**src/rtl/mem_bist_ctrl.sv**
```systemverilog
// -----------------------------------------------------------------------------
// mem_bist_ctrl
//
// Built-in self-test initiator for the dual-port RAM. After a start request it
// acquires the RAM through the valid/ready handshake. It writes the pattern
// exp(a) = a XOR seed to every location, then reads every location back and
// compares each word against the same pattern. It reports a mismatch count,
// the first failing address and a pass flag.
//
// Ports
//   clk_i             single clock, all state changes on the rising edge
//   rst_i             synchronous active-low reset (0 = reset)
//   start_i           start request, only looked at while idle
//   seed_i            pattern seed, captured when a start is accepted
//   valid_o           transaction request towards the RAM
//   ready_i           RAM ready
//   wr_en_o           RAM write enable (only while ready_i=1)
//   rd_en_o           RAM read enable  (only while ready_i=1)
//   wr_addr_o         RAM write address
//   rd_addr_o         RAM read address
//   wr_data_o         RAM write data
//   rd_data_i         RAM read data, valid the cycle after rd_en_o is sampled
//   busy_o            test in progress
//   done_o            one-cycle pulse when a test completes
//   pass_o            last completed test had no mismatches, held until next start
//   err_cnt_o         number of mismatching words in the last/current test
//   first_err_addr_o  address of the first mismatch, 0 if none
// -----------------------------------------------------------------------------
module mem_bist_ctrl #(
  parameter int MEM_DEPTH  = 128,
  parameter int ADDR_WIDTH = $clog2(MEM_DEPTH),
  parameter int DATA_WIDTH = 8
) (
  input  logic                  clk_i,
  input  logic                  rst_i,
  input  logic                  start_i,
  input  logic [DATA_WIDTH-1:0] seed_i,
  output logic                  valid_o,
  input  logic                  ready_i,
  output logic                  wr_en_o,
  output logic                  rd_en_o,
  output logic [ADDR_WIDTH-1:0] wr_addr_o,
  output logic [ADDR_WIDTH-1:0] rd_addr_o,
  output logic [DATA_WIDTH-1:0] wr_data_o,
  input  logic [DATA_WIDTH-1:0] rd_data_i,
  output logic                  busy_o,
  output logic                  done_o,
  output logic                  pass_o,
  output logic [ADDR_WIDTH:0]   err_cnt_o,
  output logic [ADDR_WIDTH-1:0] first_err_addr_o
);

  // Width wide enough to hold both an address and a data word, so the
  // address can be zero-extended before the XOR with the seed.
  localparam int EXT_W = (ADDR_WIDTH > DATA_WIDTH) ? ADDR_WIDTH : DATA_WIDTH;

  localparam logic [ADDR_WIDTH-1:0] LAST_ADDR = ADDR_WIDTH'(MEM_DEPTH - 1);
  localparam logic [ADDR_WIDTH-1:0] ADDR_ONE  = ADDR_WIDTH'(1'b1);
  localparam logic [ADDR_WIDTH:0]   ERR_ONE   = (ADDR_WIDTH + 1)'(1'b1);

  typedef enum logic [2:0] {
    S_IDLE    = 3'd0,
    S_ACQ     = 3'd1,
    S_WRITE   = 3'd2,
    S_READ    = 3'd3,
    S_DRAIN   = 3'd4,
    S_RELEASE = 3'd5
  } state_t;

  // Expected word for an address: zero-extended address XOR seed,
  // truncated to the data width.
  function automatic logic [DATA_WIDTH-1:0] f_exp(
    input logic [ADDR_WIDTH-1:0] a,
    input logic [DATA_WIDTH-1:0] s
  );
    logic [EXT_W-1:0] ext;
    ext                 = '0;
    ext[ADDR_WIDTH-1:0] = a;
    return ext[DATA_WIDTH-1:0] ^ s;
  endfunction

  state_t                r_state;
  logic [ADDR_WIDTH-1:0] r_addr;
  logic [DATA_WIDTH-1:0] r_seed;
  logic                  r_cmp_vld;
  logic [ADDR_WIDTH-1:0] r_cmp_addr;
  logic [ADDR_WIDTH:0]   r_err_cnt;
  logic [ADDR_WIDTH-1:0] r_first_err_addr;
  logic                  r_done;
  logic                  r_pass;

  state_t                w_next_state;
  logic                  w_valid;
  logic                  w_wr_en;
  logic                  w_rd_en;
  logic                  w_adv;
  logic                  w_start;
  logic                  w_done;
  logic                  w_mismatch;

  // State register.
  always_ff @(posedge clk_i) begin
    if (!rst_i) begin
      r_state <= S_IDLE;
    end else begin
      r_state <= w_next_state;
    end
  end

  // Next-state decode and per-state handshake/enable generation.
  always_comb begin
    w_next_state = r_state;
    w_valid      = 1'b0;
    w_wr_en      = 1'b0;
    w_rd_en      = 1'b0;
    w_adv        = 1'b0;
    w_start      = 1'b0;
    w_done       = 1'b0;
    case (r_state)
      S_IDLE: begin
        if (start_i) begin
          w_start      = 1'b1;
          w_next_state = S_ACQ;
        end else begin
          w_next_state = S_IDLE;
        end
      end
      S_ACQ: begin
        w_valid = 1'b1;
        if (ready_i) begin
          w_next_state = S_WRITE;
        end else begin
          w_next_state = S_ACQ;
        end
      end
      S_WRITE: begin
        // A ready_i=0 cycle is a stall: no enable and the address holds.
        w_valid = 1'b1;
        w_wr_en = ready_i;
        w_adv   = ready_i;
        if (ready_i && (r_addr == LAST_ADDR)) begin
          w_next_state = S_READ;
        end else begin
          w_next_state = S_WRITE;
        end
      end
      S_READ: begin
        w_valid = 1'b1;
        w_rd_en = ready_i;
        w_adv   = ready_i;
        if (ready_i && (r_addr == LAST_ADDR)) begin
          w_next_state = S_DRAIN;
        end else begin
          w_next_state = S_READ;
        end
      end
      S_DRAIN: begin
        // Holds the RAM for one more cycle so the final read gets compared.
        w_valid      = 1'b1;
        w_next_state = S_RELEASE;
      end
      S_RELEASE: begin
        if (!ready_i) begin
          w_done       = 1'b1;
          w_next_state = S_IDLE;
        end else begin
          w_next_state = S_RELEASE;
        end
      end
      default: begin
        w_next_state = S_IDLE;
      end
    endcase
  end

  // The read data arrives one cycle after the read is issued, so it is
  // checked against the address captured with that read.
  assign w_mismatch = r_cmp_vld && (rd_data_i != f_exp(r_cmp_addr, r_seed));

  // Address walker, seed capture, compare pipeline and result registers.
  always_ff @(posedge clk_i) begin
    if (!rst_i) begin
      r_addr           <= '0;
      r_seed           <= '0;
      r_cmp_vld        <= 1'b0;
      r_cmp_addr       <= '0;
      r_err_cnt        <= '0;
      r_first_err_addr <= '0;
      r_done           <= 1'b0;
      r_pass           <= 1'b0;
    end else begin
      r_done     <= w_done;
      r_cmp_vld  <= w_rd_en;
      r_cmp_addr <= r_addr;
      if (w_start) begin
        r_seed           <= seed_i;
        r_addr           <= '0;
        r_err_cnt        <= '0;
        r_first_err_addr <= '0;
        r_pass           <= 1'b0;
      end else begin
        if (w_adv) begin
          r_addr <= (r_addr == LAST_ADDR) ? '0 : (r_addr + ADDR_ONE);
        end else begin
          r_addr <= r_addr;
        end
        if (w_mismatch) begin
          r_err_cnt <= r_err_cnt + ERR_ONE;
          if (r_err_cnt == '0) begin
            r_first_err_addr <= r_cmp_addr;
          end else begin
            r_first_err_addr <= r_first_err_addr;
          end
        end else begin
          r_err_cnt <= r_err_cnt;
        end
        // The last compare retires in DRAIN, so the count is final here.
        if (w_done) begin
          r_pass <= (r_err_cnt == '0);
        end else begin
          r_pass <= r_pass;
        end
      end
    end
  end

  assign valid_o          = w_valid;
  assign wr_en_o          = w_wr_en;
  assign rd_en_o          = w_rd_en;
  assign wr_addr_o        = (r_state == S_WRITE) ? r_addr : '0;
  assign rd_addr_o        = (r_state == S_READ)  ? r_addr : '0;
  assign wr_data_o        = (r_state == S_WRITE) ? f_exp(r_addr, r_seed) : '0;
  assign busy_o           = (r_state != S_IDLE);
  assign done_o           = r_done;
  assign pass_o           = r_pass;
  assign err_cnt_o        = r_err_cnt;
  assign first_err_addr_o = r_first_err_addr;

endmodule
```
**config.mk**
```make
export PLATFORM = sky130hd
export DESIGN_NAME = mem_bist_ctrl
export DESIGN_NICKNAME = d
export VERILOG_FILES = /design/src/rtl/mem_bist_ctrl.sv
export SDC_FILE = /design/constraint.sdc
export NUM_CORES = 1
export LEC_CHECK = 0
export ABC_AREA = 1
export BUFFER_PORTS_ARGS = -buffer_cell sky130_fd_sc_hd__buf_2
export CAP_MARGIN = 25
export CORE_AREA = 5 5 58 111
export CTS_CLUSTER_SIZE = 16
export DETAILED_ROUTE_END_ITERATION = 10
export DIE_AREA = 0 0 63 116
export PLACE_DENSITY = 0.7
export SLEW_MARGIN = 20
export SYNTH_ARGS = -nofsm -noshare
export SYNTH_HDL_FRONTEND = slang
export SYNTH_SLANG_ARGS = --single-unit
```
**constraint.sdc**
```tcl
create_clock -name clk_i -period 1.3 [get_ports clk_i]
set_input_delay 0.13 -clock clk_i [delete_from_list [all_inputs] [get_ports clk_i]]
set_output_delay 0.13 -clock clk_i [all_outputs]
set_load 0.05 [all_outputs]
```
# == Word-level counts from Yosys, hierarchy flattened ==
# Cells that the tools add are included.
# classes
n_addsub,2
eq_ne,7
muxes,18
bitwise,3
n_reduce_logical,9
# ops
operator,count
$mux 7,3
$pmux 3 s6,1
$xor 7x8->8,2
$mux 1,10
$add 8x1->8 const B,1
$logic_not 8->1,1
$mux 8,1
$ne 8x8->1,1
$add 7x1->7 const B,1
$eq 7x7->1 const B,1
$eq 3x2->1 const B,2
$eq 3x3->1 const B,2
$mux 3,2
$reduce_or 2->1,2
$reduce_or 4->1,1
$eq 3x1->1 const B,1
$logic_not 3->1,1
$reduce_bool 3->1,1
$logic_and 1x1->1,2
$mux 2,1
$reduce_and 2->1,1
$not 1->1,1
# word_totals
ff_bits,43
in_bits,20
out_inout_bits,43
elab_cells,48

# == Longest topological paths before layout ==
# Gate-level depths: netlist of run 1.
# logic_depth
depth_word,4
mapped_depth,13
mapped_depth_nobuf,13

# == Least setup slack after synthesis of run 1 ==
# Ideal clock, no wire load.
# synth_path
kind,register to output
from,reg r_state[1]
to,out wr_data_o[5]
arrival_time_ns,1.754
t_required_ns,1.170
slack_ns,-0.584
path_stages_with_launch,8
path_cell_list,dfxtp_1 inv_2 nor2_1 inv_2 nor2_1 inv_1 buf_2 a21oi_1
# synth_between
elab_chain_len,2
# synth_lines
item,line_no,source
start: declaration,82,state_t r_state;
start signal: assignment,106,r_state <= w_next_state;
$eq 3x2->1,232,"assign wr_data_o = (r_state == S_WRITE) ? f_exp(r_addr, r_seed) : '0;"
$mux 8,232,
end: declaration,44,"output logic [DATA_WIDTH-1:0] wr_data_o,"
# No other way between the ends.

# == Final worst setup path of run 1 ==
# layout_path
from,reg r_state[1]
to,out wr_data_o[2]
# Same word-level chain as after synthesis.

==> results.py, run 1 <==
metrics = {
    "drt": {
        "wl_um": 9260,
        "drcViolationCount": 0,
        "routed_via_density": 5.25,
        "postRouteAntennaNets": 0,
        "firstDrtPassIters": 4,
        "drt_iter0_markers": 166,
        "num_vias": 3028,
        "wl_per_cell_um": 16.0,
    },
    "placement": {
        "place_congestion": 0.889,
        "placed_area_sq_um": 3490,
        "dpl_worst_slack_ns": -0.139,
        "io_buffers": 62,
        "dp_hpwl_um": 5530,
    },
    "job": {
        "drv_cap": 0,
    },
    "final_layout": {
        "antenna_cells": 0,
        "area_delta_synth_final_pct": 90.8,
        "drive_above_1_share_pct": 65.6,
        "fin_area_sq_um": 4510,
        "nNetsFinal": 539,
    },
    "global_route": {
        "grt.total_usage_pct": 22.7,
        "met2_usage_pct": 46.2,
        "grt_pass1_vias": 3030,
        "grt_pass1_wl_um": 13200,
        "busiest_layer": "met2",
        "grt_max_degree": 18,
        "overflow": 0,
        "grt_use_met1_pct": 19.9,
        "met3_usage_pct": 3.69,
        "grt_antenna_before_repair": 0,
    },
    "setup_path": {
        "r2r_slack_ns": -0.36,
        "critical_path.slowest_cell": "dfxtp_2",
        "crit_path_max_fanout": 6,
        "critical_path_required_ns": 1.17,
        "critPathArrivalTime_ns": 1.54,
        "worst_path_largest_cell_delay_ns": 0.35,
        "path_cells": "inv_2 -> nor2_4 -> inv_2 -> nor2_4 -> inv_4 -> buf_12 -> a21oi_4 -> buf_8",
        "crit_type": "flip-flop to primary output",
        "crit_path_end_kind": "primary output",
        "critPathTopFamily": "buffers and inverters",
        "critPathBufInv": 5,
        "critPathLaunchType": "flip-flop",
    },
    "sta": {
        "period_needed_ns": 1.67,
        "slew_viol_final": 0,
        "relSlewSlack_pct": 76.5,
        "setup_ws_ns": -0.365,
        "fmaxAchievable_ghz": 0.600,
        "timing.final.crit_share_pct": 128,
        "finalClockSkew_ns": 0.00348,
        "rsz0062_at_grt": "true",
        "worstMarginPinSlew_ns": 0.351,
        "hold_violations": 0,
        "finalSetupViolCount": 51,
        "hold_slack_ns": 0.0956,
    },
    "pwr": {
        "ir_drop_mv": 1.05,
        "power_density_nw_per_um2": 719,
        "power_leakage_nw": 2.00,
    },
    "clock_network": {
        "clk_path_buf_depth": 2,
        "cts_buffers": 5,
        "cts_tree": "yes",
        "ctsHoldBuffers": 0,
        "root_buffer": "clkbuf_8",
        "htreeDepth": 2,
        "path_clk_slew_ns": 0.08,
        "insertion_delay_ns": 0.31,
        "clock-sinks": 43,
    },
    "logic_synthesis": {
        "synth_nets": 388,
        "synth_warnings": 0,
        "synth.distinct_cells": 32,
        "synthesis.area_sq_um": 2360,
        "synth-seq-cells": 43,
        "yosysSeqAreaShare_pct": 36.4,
        "syn_avg_cell_area_sq_um": 6.48,
        "netlist_instances": 365,
    },
    "floorplanning": {
        "ios": 63,
        "start_util_pct": 43.2,
        "die_y_um": 116,
        "die_x_um": 63,
        "num_rows": 38,
        "dieArea_sq_um": 7310,
        "coreArea_sq_um": 5470,
    },
    "hold_path": {
        "holdCritPathClass": "primary input to flip-flop",
    },
    "outcome": {
        "failed_checks": "negative setup slack",
        "status": "complete, but fails checks",
    },
}
==> metrics by stage <==
stage / total power, mW / setup TNS, ns / instances / utilization, %
floorplan: 1.78 / -1.95 / 365 / -
global route: 3.37 / -15.02 / 577 / 82.5
detailed placement: 2.05 / -3.78 / 547 / 63.9
finish: 3.24 / -11.36 / 577 / 82.5
global placement: 2.04 / -3.00 / 547 / 63.9
CTS: 3.09 / -8.43 / 567 / 74.5
==> registers in the layout (all words and copies together), names as in the netlist, 3 cells and up <==
name and flops:
err_cnt_o 8, first_err_addr_o 7, r_addr 7, r_cmp_addr 7, r_seed 8, r_state 3
==> layout by cell type (no fill, tap or decap), drive strengths merged, types with 7 or more instances in the layout <==
| master | instances |
|---|---|
| a21oi | 32 |
| nand4 | 7 |
| inv | 70 |
| nand2 | 97 |
| clkbuf | 10 |
| o21ai | 11 |
| dfxtp | 43 |
| buf | 149 |
| nor2 | 43 |
| nand3 | 29 |
==> cells by family after synthesis <==
| group | after synthesis | share of synthesized area, % |
|---|---|---|
| AND/OR/NAND/NOR | 182 | 34.8 |
| buffers and inverters | 81 | 13.5 |
| AO/OA/AOI/OAI | 48 | 10.7 |
| flip-flops | 43 | 36.4 |
| XOR/XNOR | 8 | 2.96 |
| adder cells (fa/ha/maj) | 3 | 1.59 |
==> synth_stat cells (all sizes together) <==
| master | count | area share, % |
|---|---|---|
| a211oi | 3 | 0.95 |
| clkinv | 2 | 0.53 |
| o21ai | 11 | 2.3 |
| xnor2 | 3 | 1.1 |
| nand3 | 29 | 6.9 |
| nor4 | 2 | 1.2 |
| buf | 5 | 1.2 |
| ha | 3 | 1.6 |
| dfxtp | 43 | 36 |
| nand2 | 96 | 16 |
| nand4 | 7 | 1.9 |
| nor2 | 43 | 7.7 |
| nor3 | 5 | 1.5 |
| o21bai | 1 | 0.32 |
| o31ai | 1 | 0.32 |
| inv | 71 | 11 |
| xor2 | 5 | 1.9 |
| clkbuf | 3 | 0.48 |
| a21oi | 32 | 6.8 |
==> area by class of cell <==
| type | instances | area (sq um) |
|---|---|---|
| Fill cell | 301 | 957 |
| Multi-Input combinational cell | 242 | 1850 |
| Inverter | 73 | 308 |
| Sequential cell | 43 | 906 |
| Clock buffer | 8 | 100 |
| Tap cell | 60 | 75.1 |
| Timing Repair Buffer | 151 | 1270 |
==> worst paths after layout <==
path	start	end	cells past startpoint
worst max-delay path	r_state[1]	wr_data_o[2]	8
worst min-delay path	seed_i[5]	r_seed[5]	3
worst max register to register	r_state[1]	r_addr[0]	11
worst min register to register	err_cnt_o[3]	err_cnt_o[3]	2
==> power by group <==
group	switching (mW)	internal, mW
Sequential	0.0416	1.35
Clock	0.467	0.485
Combinational	0.499	0.398
Total	1.01	2.23
==> tightest hold or removal path: cells and delay by family <==
family                 cells  cell delay [ns]
buffers and inverters      1             0.09
AOI/OAI and AO/OA          2             0.15
==> what timing repair did <==
item / in CTS / in global routing
endpoints found under the setup margin: 53 / 57
gates cloned: 2 / 1
setup buffers: 10 / 10
pin swaps: 30 / 38
gates resized for setup: 118 / 111
==> layer usage <==
layer | part of all wire, % | wire [um]
met1 | 31 | 2890
met2 | 59 | 5470
met3 | 4.4 | 409
met4 | 5.3 | 488
met5 | 0 | 0
Power figures use the tool's default switching activity.
==> run 2: changes to the inputs <==
--- a/config.mk
+++ b/config.mk
@@ -6,13 +6,12 @@
 export NUM_CORES = 1
 export LEC_CHECK = 0
 export ABC_AREA = 1
-export BUFFER_PORTS_ARGS = -buffer_cell sky130_fd_sc_hd__buf_2
 export CAP_MARGIN = 25
 export CORE_AREA = 5 5 58 111
 export CTS_CLUSTER_SIZE = 16
 export DETAILED_ROUTE_END_ITERATION = 10
 export DIE_AREA = 0 0 63 116
-export PLACE_DENSITY = 0.7
+export DONT_BUFFER_PORTS = 1
 export SLEW_MARGIN = 20
 export SYNTH_ARGS = -nofsm -noshare
 export SYNTH_HDL_FRONTEND = slang
==> run 2 against run 1 <==
Against the previous run: the run still ends with negative setup slack left; via count decreased by 1.8%; cell count decreased by 4.7%; flip-flop and latch count unchanged; setup slack improved by 0.0066 ns; fmax increased by 0.39%; register-to-register slack improved by 0.10 ns; critical path type unchanged; critical endpoint is now wr_data_o[4]; highest routed layer unchanged.
==> results.py, run 2 (synthesis results as in run 1) <==
metrics = {
    "sta": {
        "setup_ws_ns": -0.359,
        "finalSetupViolCount": 62,
        "relSlewSlack_pct": 44.0,
        "slew_viol_final": 0,
        "worstMarginPinSlew_ns": 0.837,
        "finalClockSkew_ns": 0.00667,
        "period_needed_ns": 1.66,
        "fmaxAchievable_ghz": 0.603,
        "hold_violations": 0,
        "timing.final.crit_share_pct": 128,
        "rsz0062_at_grt": "true",
    },
    "final_layout": {
        "antenna_cells": 0,
        "layout_common_cells": "73 x buf_4, 64 x nand2_1, 43 x inv_1, 28 x buf_12, 26 x nor2_4",
        "nNetsFinal": 512,
        "layout_commonest_cell": "buf_4",
        "fin_area_sq_um": 4590,
        "area_delta_synth_final_pct": 94.4,
        "drive_above_1_share_pct": 59.4,
    },
    "drt": {
        "wl_um": 10400,
        "postRouteAntennaNets": 0,
        "wl_per_cell_um": 18.9,
        "routed_via_density": 5.41,
        "drcViolationCount": 0,
        "num_vias": 2975,
        "firstDrtPassIters": 4,
        "drt_iter0_markers": 133,
    },
    "pwr": {
        "power_frac_seq_pct": 41.2,
        "p_int_mw": 2.32,
        "power_density_nw_per_um2": 733,
        "p_comb_share_pct": 27.1,
        "power_leakage_nw": 1.94,
        "finalPower_mw": 3.37,
        "switchingPower_mw": 1.05,
        "clkPwrFrac_pct": 31.6,
        "switching_share_pct": 31.1,
        "ir_drop_mv": 0.796,
    },
    "setup_path": {
        "r2r_slack_ns": -0.26,
        "crit_path_max_fanout": 6,
        "critical_path_required_ns": 1.17,
        "critPathLaunchType": "flip-flop",
        "critPathArrivalTime_ns": 1.53,
        "crit_path_end_kind": "primary output",
        "crit_type": "flip-flop to primary output",
    },
    "clock_network": {
        "clock-sinks": 43,
        "cts_buffers": 5,
        "clk_path_buf_depth": 2,
        "cts_tree": "yes",
        "insertion_delay_ns": 0.30,
        "path_clk_slew_ns": 0.09,
        "root_buffer": "clkbuf_8",
        "htreeDepth": 2,
    },
    "floorplanning": {
        "num_rows": 38,
        "dieArea_sq_um": 7310,
        "ios": 63,
        "start_util_pct": 43.2,
        "coreArea_sq_um": 5470,
        "die_y_um": 116,
        "die_x_um": 63,
    },
    "placement": {
        "place_congestion": 0.841,
        "dp_hpwl_um": 5680,
        "placed_area_sq_um": 3710,
        "io_buffers": 0,
    },
    "global_route": {
        "overflow": 0,
        "grt_pass1_vias": 2921,
        "grt_antenna_before_repair": 0,
        "grt.total_usage_pct": 22.9,
        "grt_max_degree": 18,
        "grt_pass1_wl_um": 13400,
    },
    "outcome": {
        "failed_checks": "negative setup slack",
        "status": "complete, but fails checks",
    },
    "hold_path": {
        "holdCritPathClass": "primary input to flip-flop",
    },
    "job": {
        "drv_cap": 0,
    },
}
==> run 2: final cells by class <==
class / instances / area (sq um)
multi-input combinational: 242 / 1820
fill: 322 / 873
sequential: 43 / 906
inverter: 73 / 305
clock inverter: 1 / 30.0
clock buffer: 7 / 76.3
timing repair buffer: 124 / 1380
tap: 60 / 75.1
==> run 2: through the flow <==
stage                     utilization (%)  std cells  TNS, ns  setup slack [ns]  hold WS, ns
final                                84.0        550   -13.71            -0.359      0.00797
after floorplan                         -        365    -1.95            -0.177        0.305
after global routing                 84.0        550   -17.30            -0.416       0.0131
after global placement               67.9        514    -2.73            -0.163        0.232
after detailed placement             67.9        514    -3.46            -0.194        0.240
after CTS                            75.6        535    -9.27            -0.320      0.00370
==> run 2: final timing paths <==
kind                     start      endpoint  cells after the start
setup / recovery    r_state[1]  wr_data_o[4]                      8
hold / removal       seed_i[5]     r_seed[5]                      2
setup reg to reg    r_state[1]     r_addr[5]                     10
hold reg to reg   err_cnt_o[1]  err_cnt_o[1]                      2
==> run 2: power groups by stage <==
stage / Sequential [mW] / Clock (mW) / Combinational (mW)
floorplan: 1.41 / 0 / 0.366
global placement: 1.41 / 0 / 0.590
detailed placement: 1.41 / 0 / 0.601
CTS: 1.39 / 1.05 / 0.707
global route: 1.40 / 1.13 / 0.959
finish: 1.39 / 1.07 / 0.914
==> run 2: timing repair <==
action | in CTS | in global routing
hold endpoints to repair | 16 | 2
resized for setup | 65 | 102
setup buffers | 10 | 14
pin swaps | 19 | 37
gates cloned | 2 | 1
endpoints found under the setup margin | 48 | 61
hold buffers | 1 | 2
==> run 2: worst max-delay path, cell delays in order (launching register included) <==
cell and delay, ns:
dfxtp_2 0.36, inv_2 0.06, nor2_4 0.10, inv_4 0.06, nor2_4 0.11, inv_4 0.07
buf_12 0.15, a21oi_4 0.15, buf_12 0.15
==> run 2: metal layers <==
| layer | GRT usage, % | vias up | share of wire, % |
|---|---|---|---|
| li1 | - | 1387 | - |
| met2 | 45.4 | 125 | 57 |
| met1 | 21.8 | 1415 | 33 |
| met4 | 11.3 | 0 | 5.6 |
| met5 | 0 | - | 0 |
| met3 | 3.98 | 48 | 4.5 |
==> run 3: changes to the inputs <==
--- a/config.mk
+++ b/config.mk
@@ -12,6 +12,7 @@
 export DETAILED_ROUTE_END_ITERATION = 10
 export DIE_AREA = 0 0 63 116
 export DONT_BUFFER_PORTS = 1
+export REMOVE_ABC_BUFFERS = 1
 export SLEW_MARGIN = 20
 export SYNTH_ARGS = -nofsm -noshare
 export SYNTH_HDL_FRONTEND = slang
==> run 3 against run 2 <==
Against the previous run: the flow finishes with violations (negative hold slack, negative setup slack); clock skew up 0.0052 ns; flip-flop and latch count is the same; total power shrank 6.5%; utilization fell by 4.6 points; largest cell class unchanged.
==> results.py, run 3 (synthesis results as in run 1) <==
metrics = {
    "sta": {
        "hold_slack_ns": -0.00624,
        "relSlewSlack_pct": 49.0,
        "period_needed_ns": 1.68,
        "finalClockSkew_ns": 0.0118,
        "finalSetupViolCount": 61,
        "hold_violations": 2,
        "worstMarginPinSlew_ns": 0.763,
        "timing.final.crit_share_pct": 129,
        "rsz0062_at_grt": "true",
        "setup_ws_ns": -0.380,
        "slew_viol_final": 0,
        "fmaxAchievable_ghz": 0.595,
    },
    "floorplanning": {
        "dieArea_sq_um": 7310,
        "die_y_um": 116,
        "coreArea_sq_um": 5470,
        "ios": 63,
        "start_util_pct": 43.2,
        "die_x_um": 63,
        "num_rows": 38,
    },
    "setup_path": {
        "critPathBufInv": 4,
        "crit_start": "r_state[1]",
        "worst_path_largest_cell_delay_ns": 0.35,
        "critical_path_required_ns": 1.17,
        "crit_path_end_kind": "primary output",
        "critical_path.slowest_cell": "dfxtp_2",
        "critPathTopFamily": "buffers and inverters",
        "r2r_start": "r_state[1]",
        "crit_path_max_fanout": 15,
        "crit_top_cell": "inv_2",
        "cp.depth": 7,
        "rr_worst_depth": 11,
        "critPathArrivalTime_ns": 1.55,
        "path_cells": "inv_2 -> nor2_4 -> inv_2 -> nor2_2 -> inv_4 -> a21oi_1 -> buf_4",
        "critPathLaunchType": "flip-flop",
        "crit_type": "flip-flop to primary output",
    },
    "final_layout": {
        "nNetsFinal": 518,
        "antenna_cells": 0,
        "drive_above_1_share_pct": 59.7,
        "area_delta_synth_final_pct": 83.8,
        "layout_commonest_cell": "buf_4",
        "layout_common_cells": "81 x buf_4, 70 x nand2_1, 37 x inv_1, 32 x buf_6, 28 x inv_2",
        "utilization_pct": 79.5,
    },
    "global_route": {
        "grt_pass1_wl_um": 12500,
        "grt_antenna_before_repair": 0,
        "grt.total_usage_pct": 21.5,
        "grt_max_degree": 18,
        "grt_pass1_vias": 2808,
        "overflow": 0,
    },
    "outcome": {
        "failed_checks": "negative hold slack, negative setup slack",
        "status": "complete, but fails checks",
    },
    "job": {
        "drv_cap": 0,
    },
    "drt": {
        "drt_iter0_markers": 124,
        "drcViolationCount": 0,
        "wl_per_cell_um": 16.6,
        "postRouteAntennaNets": 0,
        "num_vias": 2882,
        "firstDrtPassIters": 4,
        "wl_um": 9230,
        "routed_via_density": 5.18,
    },
    "clock_network": {
        "cts_tree": "yes",
        "clock-sinks": 43,
        "root_buffer": "clkbuf_8",
        "clk_path_buf_depth": 2,
        "path_clk_slew_ns": 0.10,
        "cts_buffers": 5,
        "insertion_delay_ns": 0.32,
        "htreeDepth": 2,
    },
    "pwr": {
        "power_leakage_nw": 1.91,
        "ir_drop_mv": 0.760,
        "finalPower_mw": 3.15,
        "power_density_nw_per_um2": 725,
    },
    "hold_path": {
        "holdCritPathClass": "primary input to flip-flop",
        "hp-start": "seed_i[6]",
        "whs_path_depth": 2,
    },
    "placement": {
        "io_buffers": 0,
        "dp_hpwl_um": 5150,
        "place_congestion": 0.901,
    },
}
==> run 3: cell count changes in the layout (fill, tap and decap cells not counted), moves of 8 or more <==
cell / before / now
a21oi_4: 8 / 0
buf_12: 28 / 4
buf_4: 73 / 81
buf_6: 15 / 32
inv_2: 20 / 28
nor2_4: 26 / 17
==> run 3: final cells by class <==
cell class | instances | area (sq um)
Multi-Input combinational cell | 242 | 1740
Timing Repair Buffer | 130 | 1240
Fill cell | 354 | 1120
Sequential cell | 43 | 898
Inverter | 73 | 302
Tap cell | 60 | 75.1
Clock buffer | 5 | 68.8
Clock inverter | 3 | 23.8
==> run 3: metal layers <==
layer / track usage (%) / share of wire, % / vias up
li1: - / - / 1398
met1: 20.5 / 33 / 1366
met2: 43.2 / 59 / 86
met3: 3.20 / 3.8 / 32
met4: 9.92 / 4.1 / 0
met5: 0 / 0 / -
==> run 3: through the flow <==
stage	area (sq um)	cells	setup TNS, ns	hold slack (ns)	setup WS, ns
2_1_floorplan	2320	357	-14.26	0.228	-0.518
3_3_place_gp	3160	514	-3.82	0.231	-0.123
3_5_place_dp	3160	514	-4.78	0.234	-0.170
4_1_cts	3730	535	-9.80	0.00459	-0.346
5_1_grt	4340	556	-17.44	0.000968	-0.478
6_report	4340	556	-12.34	-0.00624	-0.380
==> run 3: where the power goes <==
group,internal [mW],leakage [nW],total (mW),switching [mW]
clock network,0.384,0.0408,0.914,0.529
logic,0.384,1.51,0.841,0.457
registers,1.36,0.359,1.40,0.0414
==> run 3: final timing paths <==
path	endpoint	slack, ns
worst max-delay path	wr_data_o[4]	-0.38
worst min-delay path	r_seed[6]	-0.006
worst max register to register	r_addr[5]	-0.22
worst min register to register	first_err_addr_o[1]	0.51
==> run 3: worst register-to-register path: stages, from the launching register on <==
cell      delay, ns
dfxtp_2        0.35
inv_2          0.05
nor2_4         0.10
inv_2          0.06
buf_6          0.13
nor2_4         0.13
buf_6          0.12
buf_4          0.11
nand3_2        0.10
nand2_4        0.09
o21bai_1       0.11
a21oi_1        0.07
==> run 3: repair_timing <==
action | 4_1_cts | 5_1_grt
endpoints found under the hold margin | 16 | 3
setup buffers | 9 | 16
hold buffers | 2 | 3
gates resized for setup | 108 | 131
setup endpoints to repair | 54 | 61
pin swaps | 24 | 43
cloned | 2 | 2
